File: config.mk
export PLATFORM = sky130hd
export DESIGN_NAME = pwm_cmp_regbank
export DESIGN_NICKNAME = d
export VERILOG_FILES = /design/src/rtl/pwm_cmp_regbank.sv
export SDC_FILE = /design/constraint.sdc
export NUM_CORES = 1
export LEC_CHECK = 0
export BUFFER_PORTS_ARGS = -buffer_cell sky130_fd_sc_hd__buf_4
export CORE_MARGIN = 2
export CORE_UTILIZATION = 30
export DETAILED_ROUTE_END_ITERATION = 10
export SLEW_MARGIN = 10
export SYNTH_ARGS = -nofsm -noshare
export SYNTH_HDL_FRONTEND = slang
export SYNTH_SLANG_ARGS = --single-unit
export TNS_END_PERCENT = 1
File: constraint.sdc
create_clock -name clk_USB -period 5 [get_ports clk_USB]
set_clock_uncertainty 0.15 [all_clocks]
set_input_delay 0.5 -clock clk_USB [delete_from_list [all_inputs] [get_ports clk_USB]]
set_output_delay 0.5 -clock clk_USB [all_outputs]
set_load 0.05 [all_outputs]
File: src/rtl/pwm_cmp_regbank.sv
// Register bank between the I2C slave byte-write interface and the PWM core.
// Stages an 18-bit compare target in three bytes and commits it atomically at a PWM period boundary.
module pwm_cmp_regbank #(
  parameter logic [17:0] RESET_CMPA = 18'h00000,
  parameter int          ADDR_W     = 8
) (
  input  logic              clk_USB,
  input  logic              rst_n,
  input  logic              wr_en,
  input  logic              rd_en,
  input  logic [ADDR_W-1:0] addr,
  input  logic [7:0]        wr_data,
  output logic [7:0]        rd_data,
  input  logic              period_start,
  output logic [17:0]       cmpa_active,
  output logic              cmpa_update,
  output logic              commit_pending
);

  localparam logic [ADDR_W-1:0] A_STG0   = ADDR_W'(8'h00);
  localparam logic [ADDR_W-1:0] A_STG1   = ADDR_W'(8'h01);
  localparam logic [ADDR_W-1:0] A_STG2   = ADDR_W'(8'h02);
  localparam logic [ADDR_W-1:0] A_COMMIT = ADDR_W'(8'h03);
  localparam logic [ADDR_W-1:0] A_STATUS = ADDR_W'(8'h04);
  localparam logic [ADDR_W-1:0] A_ACT0   = ADDR_W'(8'h05);
  localparam logic [ADDR_W-1:0] A_ACT1   = ADDR_W'(8'h06);
  localparam logic [ADDR_W-1:0] A_ACT2   = ADDR_W'(8'h07);

  typedef enum logic {IDLE, ARMED} state_t;

  state_t      state_q, state_d;
  logic [17:0] stage_q, stage_d;
  logic [17:0] active_q, active_d;
  logic        dirty_q, dirty_d;
  logic        update_q, update_d;
  logic [7:0]  rd_data_q, rd_data_d;

  logic commit_wr, force_commit, arm_commit, apply_commit, stage_wr;
  logic [7:0] rd_mux;

  // Decode of the commit control register and the staging bytes.
  assign commit_wr    = wr_en && (addr == A_COMMIT);
  assign force_commit = commit_wr && wr_data[0];
  assign arm_commit   = commit_wr && !wr_data[0];
  assign apply_commit = force_commit || ((state_q == ARMED) && period_start);
  assign stage_wr     = wr_en && ((addr == A_STG0) || (addr == A_STG1) || (addr == A_STG2));

  always_comb begin
    // NOTE: every signal written here gets a default first, so no path can infer a latch.
    rd_mux = 8'h00;
    case (addr)
      A_STG0:   rd_mux = stage_q[7:0];
      A_STG1:   rd_mux = stage_q[15:8];
      A_STG2:   rd_mux = {6'b0, stage_q[17:16]};
      A_STATUS: rd_mux = {6'b0, dirty_q, (state_q == ARMED)};
      A_ACT0:   rd_mux = active_q[7:0];
      A_ACT1:   rd_mux = active_q[15:8];
      A_ACT2:   rd_mux = {6'b0, active_q[17:16]};
      default:  rd_mux = 8'h00;
    endcase
  end

  always_comb begin
    state_d   = state_q;
    stage_d   = stage_q;
    active_d  = active_q;
    dirty_d   = dirty_q;
    update_d  = apply_commit;
    rd_data_d = rd_en ? rd_mux : rd_data_q;

    // The commit takes the pre-write stage; a coincident byte write lands afterwards.
    if (apply_commit) begin
      active_d = stage_q;
      dirty_d  = 1'b0;
    end

    if (wr_en) begin
      case (addr)
        A_STG0:  stage_d[7:0]   = wr_data;
        A_STG1:  stage_d[15:8]  = wr_data;
        A_STG2:  stage_d[17:16] = wr_data[1:0];
        default: ;
      endcase
    end
    if (stage_wr) dirty_d = 1'b1;

    // An arm in the same cycle as a boundary is not consumed by that boundary.
    if (force_commit)      state_d = IDLE;
    else if (arm_commit)   state_d = ARMED;
    else if (apply_commit) state_d = IDLE;
  end

  // NOTE: sequential state uses non-blocking assignments so all registers update together.
  always_ff @(posedge clk_USB) begin
    if (!rst_n) begin
      state_q   <= IDLE;
      stage_q   <= RESET_CMPA;
      active_q  <= RESET_CMPA;
      dirty_q   <= 1'b0;
      update_q  <= 1'b0;
      rd_data_q <= 8'h00;
    end else begin
      state_q   <= state_d;
      stage_q   <= stage_d;
      active_q  <= active_d;
      dirty_q   <= dirty_d;
      update_q  <= update_d;
      rd_data_q <= rd_data_d;
    end
  end

  assign rd_data        = rd_data_q;
  assign cmpa_active    = active_q;
  assign cmpa_update    = update_q;
  assign commit_pending = (state_q == ARMED);

endmodule

-- Yosys cells after proc, flatten, opt, wreduce, memory -nomap -nowiden
Cells that the tools add are included.
- latch bits: 0
- input port bits: 21
- logic and storage cells: 36
- memory bits (read-only): 0
- memories: 0
- RAM bits: 0
- bits in registers: 47
- reductions and logical operators: 16
- equality and inequality tests: 7
- shift-type cells: 0
- multiplexer cells: 4
- order comparisons: 0
- add/subtract/negate cells: 0
- divide/modulo/power cells: 0
- multiply operators: 0
- bitwise logic cells: 1
- operators by type and width (cell ; number):
    8-bit one-hot mux with 7 select lines ; 1
    8-bit by 3-bit == test with 1-bit output (second input constant) ; 4
    8-bit by 2-bit == test with 1-bit output (second input constant) ; 2
    8-bit by 1-bit == test with 1-bit output (second input constant) ; 1
    8-bit zero test ; 1
    2-bit AND reduction ; 3
    1-bit logical AND ; 5
    2-bit nonzero test ; 2
    1-bit logical OR ; 3
    1-bit 2-to-1 mux ; 3
    2-bit OR reduction ; 1
    1-bit zero test ; 1
    1-bit inverter ; 1

-- Longest topological paths before layout
Gate-level depths: netlist (run 1).
- word-level depth: 6
- mapped depth: 7
- mapped depth without buffers: 4

-- Least setup slack after synthesis (run 1)
Ideal clock, no wire load.
- path type: input port to flip-flop
- from: input addr[4]
- to: register active_q[0], in the netlist cmpa_active[0]
- data arrival time: 1.962 ns
- required time: 4.727 ns
- cell stages on the path: 6
- library setup time: 0.123 ns
- path slack: 2.765 ns
- buffers on the path: 2
- path through: or4_4 or4_4 buf_6 buf_8 nand3_1 a21oi_1
- word-level cells in the longest chain between the ends: 4
- RTL lines (item ; RTL line ; RTL):
    from (decl) ; 11 ; input logic [ADDR_W-1:0] addr,
    8-bit by 2-bit == test with 1-bit output ; 42 ; assign commit_wr = wr_en && (addr == A_COMMIT);
    1-bit logical AND ; 42 ;
    1-bit logical AND ; 43 ; assign force_commit = commit_wr && wr_data[0];
    1-bit logical OR ; 45 ; assign apply_commit = force_commit || ((state_q == ARMED) && period_start);
    to (signal assigned) ; 105 ; active_q <= active_d;
    to (decl) ; 33 ; logic [17:0] active_q, active_d;
Every way passes these cells.
A chain may end at the register's enable or synchronous reset.

-- Worst setup path in the final report (run 1)
- from: input addr[4]
- to: register active_q[10], in the netlist cmpa_active[10]
The elaborated chain is that of the path after synthesis.

==> reports/results.md, run 1 <==
* 4 — detailed-router iteration count before antenna repair
* 2 — number of H-tree levels
* 0.812 — weighted congestion reported at the end of routability-driven placement
* 3 — depth of the worst register-to-register path
* flop — Crit. End Element
* 0.162 — gr usage total
* sky130_fd_sc_hd__dfxtp_1, sky130_fd_sc_hd__mux2i_1, sky130_fd_sc_hd__o21ai_0 — leading cell types by total area after synthesis
* 48 — count of input and output buffers
* 2 — Worst Hold Depth
* 0 — total of endpoints with negative setup slack in the final report
* 0 — Final ANT Viol Nets
* 47 — flip-flop and latch count after synthesis
* 0.0977 mV — largest vdd supply drop
* 300 ps — clk_lat worst skew
* 2450 ps — data arrival time of the critical path
* 264 mW/mm2 — power density over the cells
* 303 — net total in the final layout
* 0 — detailed-route DRC error count
* 5 — TritonCTS Buffers
* 5070 ps — required time at the worst-slack endpoint
* 0.428 — share of the synthesized area in the top cell type
* 89.7 um — height of the die
* 0.972 nW — Leak
* 19 — maximum fanout along the worst path
* 80 ps — CTS clk-pin slew, worst paths
* 0.230 — fraction of final layout cells sized beyond drive strength 1
* 0 — antenna violations before repair
* false — RSZ-0062 raised after global routing
* 47 — TritonCTS Sinks
* 0.307 — starting density of the core
* 0 — max-cap viol count
* 0 — max-slew violation count
* 0.00220 mm2 — summed instance area of the synthesized netlist
* sky130_fd_sc_hd__buf_4 — most common cell after layout, fill and taps aside
* cmpa_active[10]$_SDFFE_PN0P_ — R2R Path End
* 270 — syn_nets
* 0 — cts-stage hold buffer count
* in2reg — type of the most critical hold path
* 999 ps — worst-margin pin slew
* 1878 — via count of the first global-routing pass
* commit_pending$_SDFFE_PP0P_ — reg-to-reg startpoint
* input port — type of origin of the critical path
* 16.2 um — post-detailed-route wirelength per cell
* sky130_fd_sc_hd__dfxtp_1 — most area-hungry cell type in the Yosys netlist
* 0 — number of instances resized during post-cts repair
* done — TritonCTS clock tree
* 89.7 um — DIE WIDTH
* 6.20 mm — wirelength, routed
* 0.475 — part of the cycle the worst path needs
* simple AND/OR/NAND/NOR gates — kind of cell adding the most delay to the critical path
* 0.00718 mm2 — core footprint
* sky130_fd_sc_hd__buf_4, sky130_fd_sc_hd__dfxtp_1, sky130_fd_sc_hd__o21ai_0 — highest-count cells in the layout ignoring fill and taps
* 52 — largest net degree at the start of global routing
* 1 — number of buffers and inverters on the critical path
* sky130_fd_sc_hd__nor4_4 — standard cell with the maximum stage delay on the critical path
* 5.15 — per-cell via count in the routed design
* 9.89 mm — first-pass GRT wire length
* 49 — count of boundary I/O pins
* 421 MHz — f_max
* 1966 — Vias
* sky130_fd_sc_hd__clkbuf_8 — cell at the root of the clock tree
* 0 — leftover overflow at the end of global routing
* 0 — antenna diode count
* in2reg — kind of critical path
* 4.13 mm — DP Wirelength
* 880 ps — Max stage delay on crit path
* 2 — clock tree buffer depth
* 42 — Netlist cell types
* 3380 ps — internal reg-to-reg setup slack
* wr_data[0] — launch instance of the worst min-delay path
* 0 ps — total negative slack
* 22.3% — area overhead of the layout relative to synthesis
* 0.428 — sequential cell area fraction in the yosys report
* 0 — final number of hold-violating endpoints
* 0 — synthesis warning total
* 2380 ps — shortest period the worst path allows
* complete, no violations — result of the run
* commit_pending$_SDFFE_PP0P_ — Worst Hold Path EP
* 0 — number of setup buffers added after CTS
* 249 — Mapped Cells
* 31 — number of placement rows
* buf_4 -> or4_4 -> nor4_4 -> o21ai_0 -> a21boi_0 — chain of cells forming the critical path
* 0.329 — worst max-slew margin expressed relative to the limit
* 0.00804 mm2 — Total Die Area
* 234 — number of DRC violations after detailed-routing iteration 0
* 0.375 — end-of-flow core utilization
* 8.84 um2 — average footprint of a synthesized cell
-- worst register-to-register path, cell delays in order, from the launching register on --
cell	delay (ps)
sky130_fd_sc_hd__dfxtp_1	390
sky130_fd_sc_hd__and2_1	590
sky130_fd_sc_hd__o21ai_0	210
sky130_fd_sc_hd__a21boi_0	210
-- report_power, final --
group	switching, mW	internal, mW	total, mW
Clock	0.128	0.162	0.290
Sequential	0.000187	0.374	0.374
Combinational	0.0293	0.0180	0.0473
-- state kept, by name (all words and copies together), names as in the netlist --
name	flops
stage_q	18
rd_data	8
dirty_q	1
cmpa_update	1
commit_pending	1
cmpa_active	18
-- layer usage --
metal	vias to the layer above	GRT usage	share of wire
li1	966	-	-
met1	933	0.220	0.45
met2	60	0.259	0.48
met3	7	0.0311	0.053
met4	0	0.0502	0.011
met5	-	0	0
-- per-stage QoR --
stage / hold slack (ps) / cell area [um2] / setup WS, ps / power, mW / std cells
2_1_floorplan: 294 / 2200 / 2760 / 0.410 / 249
3_3_place_gp: 308 / 2570 / 2400 / 0.430 / 374
3_5_place_dp: 312 / 2570 / 2330 / 0.430 / 374
4_1_cts: 257 / 2690 / 2640 / 0.717 / 382
5_1_grt: 262 / 2690 / 2460 / 0.740 / 382
6_report: 269 / 2690 / 2620 / 0.711 / 382
-- cells in the mapped netlist (all sizes together) --
| master | n |
|---|---|
| dfxtp | 47 |
| clkbuf | 14 |
| a31oi | 4 |
| o21a | 1 |
| a31o | 1 |
| o31a | 1 |
| nand2b | 2 |
| a21boi | 12 |
| o2111ai | 1 |
| nor2b | 2 |
| nor2 | 5 |
| and2 | 2 |
| o22ai | 1 |
| o41ai | 1 |
| a21oi | 8 |
| nor4 | 2 |
| nand3 | 30 |
| mux2 | 2 |
| o22a | 6 |
| or3 | 1 |
| mux2i | 16 |
| a221oi | 1 |
| nand2 | 26 |
| nand3b | 7 |
| inv | 4 |
| buf | 8 |
| nor3b | 1 |
| a22oi | 6 |
| o2111a | 1 |
| o21ai | 32 |
| nand4b | 1 |
| or4 | 2 |
| a32o | 1 |
-- how the worst max path moves through the flow --
stage | from | to | slack, ps | depth (start not counted)
global route | addr[4] | cmpa_active[15]$_SDFFE_PN0P_ | 2460 | 5
global placement | addr[4] | cmpa_active[8]$_SDFFE_PN0P_ | 2400 | 5
floorplan | addr[4] | cmpa_active[0]$_SDFFE_PN0P_ | 2760 | 6
finish | addr[4] | cmpa_active[10]$_SDFFE_PN0P_ | 2620 | 5
detailed placement | addr[4] | cmpa_active[10]$_SDFFE_PN0P_ | 2330 | 5
CTS | addr[4] | cmpa_active[10]$_SDFFE_PN0P_ | 2640 | 5
-- cells by family after synthesis --
logic type             share of synthesized area
and+or+nand+nor                            0.208
AOI/OAI and AO/OA                          0.225
DFF                                        0.428
buffers and inverters                     0.0568
muxes                                     0.0830
-- cell type report --
class	instances	area (um2)
flip-flops and latches	47	941
multi-input cells	176	1130
inverters	4	15.0
clock inverters	2	35.0
clock buffers	6	82.6
well taps	99	124
fillers	752	4480
repair buffers	48	360
No activity file was read; power rests on OpenSTA's default activity.
==> run 2, diff against run 1 <==
==> constraint.sdc (replaced) <==
create_clock -name clk_USB -period 2.43 [get_ports clk_USB]
set_clock_uncertainty 0.15 [all_clocks]
set_input_delay 0.243 -clock clk_USB [delete_from_list [all_inputs] [get_ports clk_USB]]
set_output_delay 0.243 -clock clk_USB [all_outputs]
set_load 0.05 [all_outputs]
==> reports/results.md, run 2 (synthesis results as in run 1) <==
* 540 mW/mm2 — power density over the cells, +100%
* 89.7 um — height of the die, unchanged
* 0 — detailed-route DRC error count, unchanged
* 2500 ps — required time at the worst-slack endpoint, -2570 ps
* 0.00261 mm2 — cell area after placement, +1.2%
* 0.00804 mm2 — Total Die Area, unchanged
* 1880 ps — shortest period the worst path allows
* 90 ps — CTS clk-pin slew, worst paths, about the same
* false — RSZ-0062 raised after global routing
* 2 — number of H-tree levels, unchanged
* in2reg — kind of critical path
* 0.00718 mm2 — core footprint, unchanged
* 0.00113 mm2 — area occupied by multi-input gates, unchanged
* 0 — max-cap viol count, unchanged
* 0.00273 mm2 — post-route standard cell area excluding fillers, +1.5%
* 0 — number of instances resized during post-cts repair, unchanged
* sky130_fd_sc_hd__clkbuf_8 — cell at the root of the clock tree
* 0 — Final ANT Viol Nets, unchanged
* 5.15 — per-cell via count in the routed design, about the same
* 1992 — Vias, +1.3%
* 48 — count of input and output buffers, unchanged
* 0 — total of endpoints with negative setup slack in the final report, unchanged
* 84.2 ps — Hold Worst Slack, -184 ps
* 47 — TritonCTS Sinks, unchanged
* 0 ps — total negative slack, unchanged
* 0 — max-slew violation count, unchanged
* 795 ps — worst-margin pin slew, -205 ps
* 16.3 um — post-detailed-route wirelength per cell, +0.65%
* input port — type of origin of the critical path
* 941 um2 — Storage cell area, unchanged
* 387 — Finished Layout Cells, +1.3%
* 2.84 mm — met1 WL, +1.5%
* complete, no violations — result of the run
* 0 — number of setup buffers added after CTS, unchanged
* 290 ps — clk_lat worst skew, about the same
* 308 — net total in the final layout, +1.7%
* 6.33 mm — wirelength, routed, +2.0%
* 0.469 — worst max-slew margin expressed relative to the limit, +0.140
* 4 — detailed-router iteration count before antenna repair, unchanged
* 0.240 — fraction of final layout cells sized beyond drive strength 1, +0.00990
* 0 — final number of hold-violating endpoints, unchanged
* 759 — number of fillers in the final layout, +0.93%
* 32 — largest net degree at the start of global routing, -38%
* 1950 ps — data arrival time of the critical path, -500 ps
* 530 um — detailed route wirelength on metal3, +61%
* 2.92 mm — routed length on met2, -2.8%
* 0 — leftover overflow at the end of global routing, unchanged
* 4.23 mm — DP Wirelength, +2.5%
* 532 MHz — f_max
* 24.2% — area overhead of the layout relative to synthesis
* 49 — count of boundary I/O pins, unchanged
* 0.803 — weighted congestion reported at the end of routability-driven placement, -1.1%
* 5 — TritonCTS Buffers, unchanged
* 0.774 — part of the cycle the worst path needs
* in2reg — type of the most critical hold path
* 31 — number of placement rows, unchanged
* met4 — max layer used
* 9.78 mm — first-pass GRT wire length, -1.1%
* sky130_fd_sc_hd__buf_4 — most common cell after layout, fill and taps aside
* 0.269 mV — largest vdd supply drop, +180%
* 89.7 um — DIE WIDTH, unchanged
* 0.381 — end-of-flow core utilization, +0.00558
* 0 — antenna diode count, unchanged
* 378 — placed cells, +1.1%
* 0 — antenna violations before repair, unchanged
* 5 — maximum fanout along the worst path, -14
* 0.307 — starting density of the core, unchanged
* done — TritonCTS clock tree
* 0.996 nW — Leak, +2.4%
* 1886 — via count of the first global-routing pass, +0.43%
* sky130_fd_sc_hd__buf_4, sky130_fd_sc_hd__dfxtp_1, sky130_fd_sc_hd__o21ai_0 — highest-count cells in the layout ignoring fill and taps
* 0.159 — gr usage total, -0.00299
* 183 — number of DRC violations after detailed-routing iteration 0, -22%
* 2 — clock tree buffer depth, unchanged
* flop — Crit. End Element
[run 2: changes by cell type in the layout (fill, tap and decap cells not counted), sizes merged]
| cell | change |
|---|---|
| buf | +4 |
| dlygate4sd3 | +1 |
[run 2: critical path: stages]
cell                      delay [ps]
sky130_fd_sc_hd__buf_4           110
sky130_fd_sc_hd__or4_4           560
sky130_fd_sc_hd__or3_1           530
sky130_fd_sc_hd__nor3b_4         290
sky130_fd_sc_hd__mux2i_1         220
[run 2: power breakdown]
group          total (mW)  internal (mW)  switching [mW]
registers           0.770          0.770        0.000412
logic               0.101         0.0401          0.0608
clock network       0.604          0.333           0.271
total                1.48           1.14           0.332
[run 2: cell type report]
type	instances	area share
multi-input combinational	176	0.415
sequential	47	0.344
timing repair buffer	53	0.147
tap	99	0.0453
clock buffer	6	0.0302
clock inverter	2	0.0128
inverter	4	0.00549
[run 2: path summary, 6_finish.rpt]
path | start | end | slack, ps | depth (start not counted)
setup / recovery | addr[4] | stage_q[16]$_SDFFE_PN0P_ | 550 | 5
hold / removal | wr_data[5] | stage_q[13]$_SDFFE_PN0P_ | 80 | 3
setup reg to reg | commit_pending$_SDFFE_PP0P_ | cmpa_active[4]$_SDFFE_PN0P_ | 790 | 3
hold reg to reg | dirty_q$_SDFFE_PN0P_ | dirty_q$_SDFFE_PN0P_ | 330 | 2
[run 2: repair_timing]
| action | in CTS | in global routing |
|---|---|---|
| hold endpoints to repair | 1 | 0 |
| hold buffers | 1 | 0 |
| endpoints found under the setup margin | 0 | 0 |
[run 2: layer usage]
| metal | up-vias | GRT usage |
|---|---|---|
| met5 | - | 0 |
| met4 | 0 | 0.0434 |
| met3 | 2 | 0.0393 |
| met2 | 75 | 0.245 |
| met1 | 937 | 0.222 |
| li1 | 978 | - |
[run 2: stage by stage]
stage | setup WS, ps | total power, mW
floorplan | 452 | 0.843
global placement | 302 | 0.887
detailed placement | 271 | 0.887
CTS | 561 | 1.48
global route | 521 | 1.52
finish | 550 | 1.48
